==> src/rtl/instr_pkg.sv <==
// Shared definitions for the instruction decode path: default field widths,
// type encodings, the default legality mask and the decoded-instruction record.
package instr_pkg;

  localparam int INSTR_W_DEF = 32;
  localparam int TYPE_W_DEF  = 3;
  localparam int FUNC_W_DEF  = 5;
  localparam int REG_W_DEF   = 8;
  localparam int IMM_W_DEF   = INSTR_W_DEF - TYPE_W_DEF - FUNC_W_DEF;
  localparam int CNT_W_DEF   = 16;

  typedef enum logic [TYPE_W_DEF-1:0] {
    TYPE_STACK = 3'd1,
    TYPE_ALU1  = 3'd2,
    TYPE_ALU2  = 3'd3,
    TYPE_DMA   = 3'd4,
    TYPE_UART  = 3'd6,
    TYPE_JMP   = 3'd7
  } instr_type_e;

  localparam logic [7:0] VALID_TYPE_MASK_DEF = 8'b11011110;

  typedef struct packed {
    logic [TYPE_W_DEF-1:0] itype;
    logic [FUNC_W_DEF-1:0] func;
    logic [REG_W_DEF-1:0]  t;
    logic [REG_W_DEF-1:0]  s;
    logic [REG_W_DEF-1:0]  f;
    logic [IMM_W_DEF-1:0]  imm;
    logic                  illegal;
  } decoded_instr_t;

endpackage

==> src/rtl/instr_field_split.sv <==
// Combinational field extraction and legality check for one instruction word.
// Register codes of an illegal instruction are zeroed so nothing downstream can act on them.
module instr_field_split
  import instr_pkg::*;
#(
  parameter int INSTR_W = INSTR_W_DEF,
  parameter int TYPE_W  = TYPE_W_DEF,
  parameter int FUNC_W  = FUNC_W_DEF,
  parameter int REG_W   = REG_W_DEF,
  parameter logic [2**TYPE_W-1:0] VALID_TYPE_MASK = VALID_TYPE_MASK_DEF
) (
  input  logic [INSTR_W-1:0]               instr,
  output logic [TYPE_W-1:0]                itype,
  output logic [FUNC_W-1:0]                func,
  output logic [REG_W-1:0]                 t_reg,
  output logic [REG_W-1:0]                 s_reg,
  output logic [REG_W-1:0]                 f_reg,
  output logic [INSTR_W-TYPE_W-FUNC_W-1:0] imm,
  output logic                             illegal
);

  localparam int IMM_W = INSTR_W - TYPE_W - FUNC_W;

  assign itype   = instr[INSTR_W-1 -: TYPE_W];
  assign func    = instr[INSTR_W-TYPE_W-1 -: FUNC_W];
  assign imm     = instr[IMM_W-1:0];
  assign illegal = ~VALID_TYPE_MASK[itype];
  assign t_reg   = illegal ? '0 : instr[3*REG_W-1 -: REG_W];
  assign s_reg   = illegal ? '0 : instr[2*REG_W-1 -: REG_W];
  assign f_reg   = illegal ? '0 : instr[REG_W-1:0];

endmodule

==> src/rtl/instr_decode_stage.sv <==
// Pipelined decode stage: valid/ready in, registered decoded result out,
// backed by one skid entry so in_ready never depends combinationally on out_ready.
module instr_decode_stage
  import instr_pkg::*;
#(
  parameter int INSTR_W = INSTR_W_DEF,
  parameter int TYPE_W  = TYPE_W_DEF,
  parameter int FUNC_W  = FUNC_W_DEF,
  parameter int REG_W   = REG_W_DEF,
  parameter logic [2**TYPE_W-1:0] VALID_TYPE_MASK = VALID_TYPE_MASK_DEF,
  parameter int CNT_W   = CNT_W_DEF
) (
  input  logic                             clk,
  input  logic                             rst,
  input  logic                             flush,
  input  logic                             in_valid,
  output logic                             in_ready,
  input  logic [INSTR_W-1:0]               in_instr,
  output logic                             out_valid,
  input  logic                             out_ready,
  output logic [TYPE_W-1:0]                out_type,
  output logic [FUNC_W-1:0]                out_func,
  output logic [REG_W-1:0]                 out_t_reg,
  output logic [REG_W-1:0]                 out_s_reg,
  output logic [REG_W-1:0]                 out_f_reg,
  output logic [INSTR_W-TYPE_W-FUNC_W-1:0] out_imm,
  output logic                             out_illegal,
  output logic [CNT_W-1:0]                 illegal_count
);

  localparam int IMM_W   = INSTR_W - TYPE_W - FUNC_W;
  localparam int ENTRY_W = 1 + TYPE_W + FUNC_W + 3*REG_W + IMM_W;
  localparam logic [CNT_W-1:0] CNT_MAX = '1;
  localparam logic [CNT_W-1:0] CNT_ONE = {{(CNT_W-1){1'b0}}, 1'b1};

  if (INSTR_W != TYPE_W + FUNC_W + 3*REG_W) begin : g_width_check
    $error("instr_decode_stage: INSTR_W must equal TYPE_W+FUNC_W+3*REG_W");
  end

  logic [TYPE_W-1:0] dec_type;
  logic [FUNC_W-1:0] dec_func;
  logic [REG_W-1:0]  dec_t, dec_s, dec_f;
  logic [IMM_W-1:0]  dec_imm;
  logic              dec_illegal;
  logic [ENTRY_W-1:0] dec_entry, out_q, skid_q;
  logic              skid_valid;
  logic              accept, deliver;

  instr_field_split #(
    .INSTR_W(INSTR_W), .TYPE_W(TYPE_W), .FUNC_W(FUNC_W), .REG_W(REG_W),
    .VALID_TYPE_MASK(VALID_TYPE_MASK)
  ) u_split (
    .instr(in_instr), .itype(dec_type), .func(dec_func), .t_reg(dec_t),
    .s_reg(dec_s), .f_reg(dec_f), .imm(dec_imm), .illegal(dec_illegal)
  );

  assign dec_entry = {dec_illegal, dec_type, dec_func, dec_t, dec_s, dec_f, dec_imm};
  assign {out_illegal, out_type, out_func, out_t_reg, out_s_reg, out_f_reg, out_imm} = out_q;

  // Handshake: a word moves when valid && ready on the same rising edge.
  assign accept  = in_valid && in_ready;
  assign deliver = out_valid && out_ready;

  always_ff @(posedge clk) begin
    if (rst) begin
      out_valid     <= 1'b0;
      skid_valid    <= 1'b0;
      in_ready      <= 1'b1;
      out_q         <= '0;
      skid_q        <= '0;
      illegal_count <= '0;
    end else begin
      // A delivery in a flush cycle was seen downstream, so it still counts.
      if (deliver && out_illegal && illegal_count != CNT_MAX)
        illegal_count <= illegal_count + CNT_ONE;
      if (flush) begin
        out_valid  <= 1'b0;
        skid_valid <= 1'b0;
        in_ready   <= 1'b1;
      end else if (!out_valid || out_ready) begin
        if (skid_valid) begin
          out_q      <= skid_q;
          out_valid  <= 1'b1;
          skid_valid <= 1'b0;
          in_ready   <= 1'b1;
        end else if (accept) begin
          out_q     <= dec_entry;
          out_valid <= 1'b1;
        end else begin
          out_valid <= 1'b0;
        end
      end else if (accept) begin
        skid_q     <= dec_entry;
        skid_valid <= 1'b1;
        in_ready   <= 1'b0;
      end
    end
  end

endmodule

==> config.mk <==
export PLATFORM = sky130hd
export DESIGN_NAME = instr_decode_stage
export DESIGN_NICKNAME = d
export VERILOG_FILES = /design/src/rtl/instr_pkg.sv /design/src/rtl/instr_field_split.sv /design/src/rtl/instr_decode_stage.sv
export SDC_FILE = /design/constraint.sdc
export NUM_CORES = 1
export LEC_CHECK = 0
export ABC_AREA = 1
export CORE_MARGIN = 2
export CORE_UTILIZATION = 30
export DETAILED_ROUTE_END_ITERATION = 12
export PLACE_DENSITY = 0.54
export SLEW_MARGIN = 25
export SYNTH_ARGS = -nofsm -noshare
export SYNTH_HDL_FRONTEND = slang
export SYNTH_SLANG_ARGS = --single-unit
==> constraint.sdc <==
create_clock -name clk -period 1.9 [get_ports clk]
set_clock_uncertainty 0.2 [all_clocks]
set_input_delay 0.19 -clock clk [delete_from_list [all_inputs] [get_ports clk]]
set_output_delay 0.19 -clock clk [all_outputs]
set_load 0.02 [all_outputs]
==> flow_metrics.tcl <==
set metrics [dict create \
    outcome "complete, no violations" \
    drv_cap 0 \
    synthArstFlopShare_pct 0 \
    cp_cell_sequence "clkdlybuf4s50_1" \
    critical_path_class "reg -> out" \
    hpwl_um 10100 \
    drt.antenna.violating_nets 0 \
    ys.warnings.count 0 \
    power_frac_clock_pct 49.7 \
    peakVddDrop_mv 0.488 \
    hold_viol_final 0 \
    finalCritPeriodShare_pct 96.6 \
    slew_headroom_pct 75.7 \
    setup_viol 0 \
    grt_pass1_vias 4858 \
    rsz0062_at_grt "false" \
    cp_max_fo 4 \
    drive_above_1_share_pct 11.2 \
    area_growth_pct 35.4 \
    critPathMaxStageDelay_ns 0.64 \
    cellPowerDensity_mw_per_mm2 956 \
    viasPerCell 4.76 \
    cts_setup_buffers 0 \
    hold_ws_ns 0.135 \
    routed_wl_um 15600 \
    endpoint_kind "output pin" \
    layout.cells.non_filler 1126 \
    overflow 0 \
    gp_congestion 0.757 \
    synth_seq_area_share_pct 46.2 \
    cts_buffers 17 \
    synth.ff_latch_count 133 \
    die_x_um 143 \
    clockBufferDepth 2 \
    period_minus_slack_ns 1.83 \
    fillers 1971 \
    rows 50 \
    power.share.sequential_pct 39.6 \
    tritoncts "built" \
    core_area_sq_mm 0.0188 \
    p_sw_share_pct 24.4 \
    path_buf_inv 1 \
    num_antenna_cells 0 \
    die_h_um 143 \
    p_int_mw 5.64 \
    grt_max_degree 56 \
    power_mw 7.46 \
    synth_edf_count 0 \
    cts.hold.buffers_added 0 \
    die-area_sq_mm 0.0203 \
    max_freq_mhz 545 \
    syn_area_sq_mm 0.00576 \
    leakage_nw 3.28 \
    cts_max_level 4 \
    drtIter0Drc 295 \
    synth-main-ff-cell "dfxtp_1" \
    start_util_pct 30.7 \
    cp-start-kind "flop" \
    grtUsageTotal_pct 15.9 \
    worstMarginPinSlew_ns 0.362 \
    hold_class "in -> reg" \
    maxSlewViolCount 0 \
    clkTransAtPathRegs_ns 0.06 \
    cts.sinks 133 \
    grt_first_pass_wirelength_um 25500 \
    crit_required_ns 1.51 \
    dp.cells 1094 \
    antenna_found_initial 0 \
    synth_cells 779 \
    switchingPower_mw 1.82 \
    layout_commonest_cell "dfxtp_1" \
    critPathTopFamily "buffers and inverters" \
    place.port_buffers 111 \
    wl_per_cell_um 13.9 \
    via_count 5355 \
    syn-num-nets 817 \
    drcViolationCount 0 \
    comb_power_share_pct 10.7 \
    cts_root_buf "clkbuf_16" \
    clkLatencyLatePin_ns 0.43 \
    crit_slowest_cell "clkdlybuf4s50_1" \
    final_nets 917 \
    yosysUniqueCellTypes 31 \
    top_level_ports 112 \
    dr.pass1.iters 4 \
    arrival_ns 1.44 \
    final_cell_mix "132 x dfxtp_1, 127 x nor2_1, 121 x nand2_1" \
    syn_area_per_cell_sq_um 7.40 \
]
-- cells in the mapped netlist (3+ instances only) --
cell type	n	share of area, %
dfxtp_1	133	46
nor2_1	127	8.3
nand2_1	121	7.9
o21ai_0	112	9.7
a21oi_1	93	8.1
nand3_1	37	3.2
inv_1	27	1.8
o21ai_1	25	2.2
clkbuf_1	22	1.4
buf_2	13	1.1
a21oi_2	12	1.8
buf_6	9	1.8
inv_2	7	0.46
nand2_2	7	0.76
nor2_4	7	1.4
buf_4	4	0.52
clkbuf_2	3	0.26
-- path summary, 6_finish.rpt --
check             slack [ns]                             end                      startpoint  cells after the start
setup / recovery        0.07               illegal_count[15]  illegal_count[15]$_SDFFE_PP0P_                      1
hold / removal          0.14         skid_q[49]$_SDFFE_PP0P_                    in_instr[25]                      3
setup reg to reg        0.21  illegal_count[11]$_SDFFE_PP0P_   illegal_count[0]$_SDFFE_PP0P_                      6
hold reg to reg         0.25          skid_q[4]$_SDFFE_PP0P_          skid_q[4]$_SDFFE_PP0P_                      2
-- registers in the layout, indices dropped and copies added, names as in the netlist --
register       cells
illegal_count     16
skid_q            57
in_ready           1
out_valid          1
out_q             57
skid_valid         1
-- through the flow --
step	instance area [sq um]	util, %	worst slack (ns)	TNS, ns
final	7800	41.6	0.0653	0
after global routing	7800	41.6	0.00118	0
after CTS	7790	41.5	0.00490	0
after detailed placement	7130	38.0	-0.0468	-0.390
after global placement	7130	38.0	0.00401	0
after floorplan	5760	-	0.183	0
-- power groups by stage --
stage | clock network (mW) | logic (mW) | registers (mW)
floorplan | 0 | 0.330 | 3.11
global placement | 0 | 0.802 | 3.02
detailed placement | 0 | 0.805 | 3.02
CTS | 3.81 | 0.809 | 2.96
global route | 3.93 | 0.878 | 2.97
finish | 3.70 | 0.799 | 2.95
-- cell type report --
class	instances	area [sq um]	area share, %
Sequential cell	133	2660	34.1
Inverter	36	136	1.75
Timing Repair Buffer	135	1400	17.9
Multi-Input combinational cell	556	2650	34.0
Clock buffer	18	439	5.63
Clock inverter	14	221	2.84
Tap cell	234	293	3.75
-- repair_timing --
| item | 4_1_cts | 5_1_grt |
|---|---|---|
| cloned | 0 | 0 |
| setup endpoints to repair | 7 | 7 |
| resized for setup | 7 | 7 |
-- per-layer routing --
layer / wire length (um) / global-route usage [%] / vias up
met5: 0 / 0 / -
met3: 714 / 4.90 / 15
li1: - / - / 2773
met4: 204 / 5.05 / 0
met1: 7740 / 21.5 / 2454
met2: 6950 / 24.2 / 113
-- kinds of logic (layout without fill, tap and decap cells) --
group / after synthesis / count (layout) / synth area share [%]
fa+ha+maj: 1 / 1 / 0.217
simple gates: 310 / 310 / 23.5
flops: 133 / 133 / 46.2
compound gates: 243 / 243 / 21.9
xor+xnor: 2 / 2 / 0.304
buf+inv: 90 / 203 / 7.84
Note: power is estimated with default switching activity, not from simulation.
